File: config.mk
export PLATFORM = sky130hd
export DESIGN_NAME = reg_file_cc
export DESIGN_NICKNAME = d
export VERILOG_FILES = /design/src/rtl/reg_file_cc.sv
export SDC_FILE = /design/constraint.sdc
export NUM_CORES = 1
export LEC_CHECK = 0
export ABC_AREA = 1
export ABC_CLOCK_PERIOD_IN_PS = 1800
export CAP_MARGIN = 0
export CORE_UTILIZATION = 47
export CTS_CLUSTER_SIZE = 16
export DETAILED_ROUTE_END_ITERATION = 7
export PLACE_DENSITY = 0.78
export SLEW_MARGIN = 20
export SYNTH_ARGS = -nofsm -noshare
export SYNTH_HDL_FRONTEND = slang
export SYNTH_SLANG_ARGS = --single-unit
File: constraint.sdc
create_clock -name i_Clk -period 1.8 [get_ports i_Clk]
set_input_delay 0.36 -clock i_Clk [delete_from_list [all_inputs] [get_ports i_Clk]]
set_output_delay 0.36 -clock i_Clk [all_outputs]
set_load 0.01 [all_outputs]
File: src/rtl/reg_file_cc.sv
// reg_file_cc: LC-3 general-purpose registers, NZP condition codes and BEN latch
module reg_file_cc #(
    parameter int                DATA_W      = 16,
    parameter logic [DATA_W-1:0] REG_RST_VAL = '0,
    parameter logic [2:0]        CC_RST_VAL  = 3'b010
) (
    input  logic              i_Clk,
    input  logic              i_Reset,
    input  logic [DATA_W-1:0] i_Bus,
    input  logic [15:0]       i_IR,
    input  logic              i_LD_REG,
    input  logic              i_LD_CC,
    input  logic              i_LD_BEN,
    input  logic [1:0]        i_DRMUX,
    input  logic [1:0]        i_SR1MUX,
    output logic [DATA_W-1:0] o_RegFile_Out,
    output logic [DATA_W-1:0] o_SR2_Reg,
    output logic              o_N,
    output logic              o_Z,
    output logic              o_P,
    output logic              o_BEN
);
    logic [DATA_W-1:0] regs_q [8];
    logic [DATA_W-1:0] regs_d [8];
    logic [2:0]        nzp_q, nzp_d;
    logic              ben_q, ben_d;
    logic [2:0]        dr, sr1;

    always_comb begin
        dr  = i_DRMUX == 2'b01 ? 3'd7 : i_DRMUX == 2'b10 ? 3'd6 : i_IR[11:9];
        sr1 = i_SR1MUX == 2'b01 ? i_IR[8:6] : i_SR1MUX == 2'b10 ? 3'd6 : i_IR[11:9];
        regs_d = regs_q;
        if (i_LD_REG) regs_d[dr] = i_Bus;
        nzp_d = i_LD_CC ? {i_Bus[DATA_W-1], i_Bus == '0, ~i_Bus[DATA_W-1] & (|i_Bus)} : nzp_q;
        ben_d = i_LD_BEN ? |(i_IR[11:9] & nzp_q) : ben_q;
    end

    always_ff @(posedge i_Clk) begin
        if (i_Reset) begin
            regs_q <= '{default: REG_RST_VAL};
            nzp_q  <= CC_RST_VAL;
            ben_q  <= 1'b0;
        end else begin
            regs_q <= regs_d;
            nzp_q  <= nzp_d;
            ben_q  <= ben_d;
        end
    end

    assign o_RegFile_Out     = regs_q[sr1];
    assign o_SR2_Reg         = regs_q[i_IR[2:0]];
    assign {o_N, o_Z, o_P}   = nzp_q;
    assign o_BEN             = ben_q;
endmodule

==> reports/metrics.csv <==
stage;metric;value;unit
floorplan;die_y;130;µm
setup_path;critPathLaunchType;input port;
pwr;leakagePower;0.00487;µW
drt;drt-total-wl;31100;µm
setup_path;arrival;1.73;ns
floorplan;num_rows;46;
pwr;netSwitchingFraction;30.0;%
run_status;violations;negative setup slack;
synthesis;synth_nets;1317;
synthesis;async_flop_share;0;%
global_routing;grt_max_degree;76;
drt;drt_iter0_drc;1241;
synthesis;ys.flop_type;dfxtp_1;
timing;finClkSkew;0.000415;ns
synthesis;synth-seq-cells;132;
job;max_cap_violations;0;
pwr;combPwrFrac;24.4;%
synthesis;synth_top_area_cell;dfxtp_1;
drt;drc;0;
drt;wl_per_cell;19.0;µm
synthesis;synth_cell_types;24;
pwr;intPower;6340;µW
place;portBuffers;69;
synthesis;netlist_area;7640;µm²
synthesis;synth_edf_count;0;
floorplan;io_pins;77;
layout;multi_input_area;4590;µm²
clock_network;clock_latency;0.43;ns
clock_network;clockBufferDepth;2;
timing;worst_hold_slack;0.353;ns
layout;syn2layout_area_growth;43.4;%
pwr;switchingPower;2710;µW
synthesis;ys_warn_count;0;
global_routing;track_usage;36.8;%
clock_network;cts_tree;built;
setup_path;worst-setup-path-type;input port to primary output;
synthesis;avgSynthCellArea;5.99;µm²
run_status;status;finished, violations left;
pwr;pwr-share-clk;41.1;%
clock_network;ctsHoldBuffers;0;
layout;final-seq-area;2680;µm²
timing;worst_slew_pin_slew;0.337;ns
clock_network;cts_sinks;132;
timing;hold_violations;0;
place;dpl.hpwl;18100;µm
timing;rsz0062_at_grt;true;
pwr;power_frac_seq;34.5;%
setup_path;crit_path_end_kind;primary output;
pwr;vdd_drop_max;0.752;mV
global_routing;grt_antenna_before_repair;1;
timing;setup_viol;32;
clock_network;cts_htree_levels;4;
timing;timing.final.crit_period;2.09;ns
place;gp_congestion;0.927;
layout;fin_nets;1447;
drt;viasPerCell;5.90;
floorplan;initial_core_util;48.1;%
drt;met3_wirelength;3040;µm
drt;top_layer_used;met4;
drt;postRouteAntennaNets;0;
layout;drive_gt1_share;30.8;%
drt;dr_wl_met2;14600;µm
clock_network;clk_pin_slew_worst_paths;0.06;ns
timing;slew_violations;0;
global_routing;grt_pass1_vias;9131;
global_routing;grt_pass1_wl;46700;µm
synthesis;synth_area_leaders;dfxtp_1 (35%), nor2_1 (14%), o21ai_0 (13%);
synthesis;synth_cells;1276;
timing;fin_ws;-0.286;ns
min_path;hold_class;input port to flip-flop;
drt;via_count;9639;
synthesis;synth_top_area_share;34.6;%
setup_path;cp_data_required_time;1.44;ns
layout;num-fill-cells;1276;
floorplan;coreArea;15900;µm²
setup_path;crit_path_max_fanout;7;
timing;fmax;0.479;GHz
floorplan;die_area;16800;µm²
timing;maxSlewHeadroom;77.5;%
pwr;power_density;825;nW/µm²
clock_network;cts-root-buf;clkbuf_16;
timing;min_period_over_period;116;%
drt;wl_met1;11500;µm
clock_network;cts_buffers;17;
global_routing;grt.overflow.total;0;
drt;dr.pass1.iters;7;
synthesis;ys_seq_area_share;34.6;%
timing;tns;-4.58;ns
floorplan;die_w;130;µm
[per-layer routing]
| metal | up-vias | track usage (%) |
|---|---|---|
| li1 | 4332 | - |
| met1 | 4452 | 42.3 |
| met2 | 672 | 60.6 |
| met3 | 183 | 8.63 |
| met4 | 0 | 25.5 |
| met5 | - | 0 |
[stage by stage]
step / cell area [µm²] / util [%] / instances / setup WS (ns) / power, µW
floorplan: 7640 / - / 1276 / 0.0969 / 4080
global placement: 9140 / 57.5 / 1561 / -0.972 / 4790
detailed placement: 9140 / 57.5 / 1561 / -1.01 / 4820
CTS: 10600 / 66.9 / 1625 / -0.166 / 8770
global route: 11000 / 69.0 / 1634 / -0.320 / 9300
finish: 11000 / 69.0 / 1635 / -0.286 / 9050
[flip-flops by register name, summed over array words and instances, names as in the netlist]
| register | flops |
|---|---|
| regs_q | 128 |
| nzp_q | 3 |
| o_BEN | 1 |
[cells in the mapped netlist, types with 3 or more instances]
cell type / n
clkbuf_1: 54
inv_1: 137
a31oi_1: 16
nand2_1: 165
nand3_1: 148
nand3_2: 3
nand2_2: 6
buf_2: 31
nor2_4: 4
buf_1: 7
buf_4: 4
inv_2: 15
a21oi_1: 66
dfxtp_1: 132
nor2_1: 286
o21ai_0: 194
[cell type report]
| class | instances | area share [%] |
|---|---|---|
| antenna | 1 | 0.0228 |
| clock buffer | 21 | 4.20 |
| clock inverter | 10 | 1.42 |
| inverter | 152 | 5.36 |
| multi-input combinational | 894 | 41.9 |
| sequential | 132 | 24.5 |
| tap | 216 | 2.47 |
| timing repair buffer | 208 | 20.1 |
| timing repair inverter | 1 | 0.0685 |
[worst paths after layout]
kind,slack [ns],depth (start not counted),endpoint,from
worst max-delay path,-0.29,14,o_RegFile_Out[12],i_SR1MUX[1]
worst min-delay path,0.35,4,o_BEN,i_IR[10]
worst max register to register,0.99,2,regs_q[3],regs_q[3]
worst min register to register,0.48,2,regs_q[80],regs_q[80]
[timing repair]
item | CTS | global route
resized for setup | 411 | 67
endpoints found under the setup margin | 32 | 32
cloned | 8 | 2
buffers inserted | 25 | 7
pin swaps | 83 | 83
[power by group through the flow]
stage                     logic (µW)  clock network (µW)  registers (µW)
final                           2210                3720            3120
after CTS                       1960                3700            3110
after global routing            2340                3830            3130
after detailed placement        1660                   0            3160
after floorplan                  938                   0            3140
after global placement          1630                   0            3160
[cells in the final DEF, fill, tap and decap left out, types with 5 or more instances in the layout]
| cell | netlist | layout |
|---|---|---|
| nor2_1 | 286 | 283 |
| buf_6 | 1 | 21 |
| o21ai_0 | 194 | 154 |
| clkbuf_16 | 0 | 19 |
| buf_2 | 31 | 28 |
| buf_4 | 4 | 86 |
| dfxtp_2 | 0 | 32 |
| nor2_4 | 4 | 5 |
| clkdlybuf4s50_1 | 0 | 26 |
| nand3_2 | 3 | 44 |
| a31oi_1 | 16 | 14 |
| dfxtp_1 | 132 | 100 |
| inv_1 | 137 | 102 |
| buf_12 | 0 | 31 |
| nand3_4 | 0 | 5 |
| nand2_4 | 1 | 10 |
| nand3_1 | 148 | 102 |
| inv_2 | 15 | 45 |
| buf_16 | 0 | 5 |
| nand2_2 | 6 | 41 |
| nand2_1 | 165 | 121 |
| o21ai_1 | 1 | 37 |
| a21oi_1 | 66 | 34 |
| a21oi_2 | 0 | 32 |
| buf_8 | 0 | 5 |
[worst max-delay path, stage by stage]
cell and delay [ns]:
buf_8 0.11, inv_6 0.06, buf_6 0.09, nand3_4 0.10, nand2_4 0.12, buf_12 0.16
buf_12 0.16, buf_6 0.12, nand2_2 0.05, nand3_2 0.06, nand2_1 0.06, nand2_1 0.07
nand2_1 0.06, buf_2 0.14
[kinds of logic (layout without fill, tap and decap cells)]
family          Yosys count  in the layout  share of synthesized area, %
flops                   132            132                          34.6
compound gates          279            279                          18.7
simple gates            615            615                          33.6
buf+inv                 250            392                          13.1
other cells               0              1                             0
Note: power is estimated with default switching activity, not from simulation.
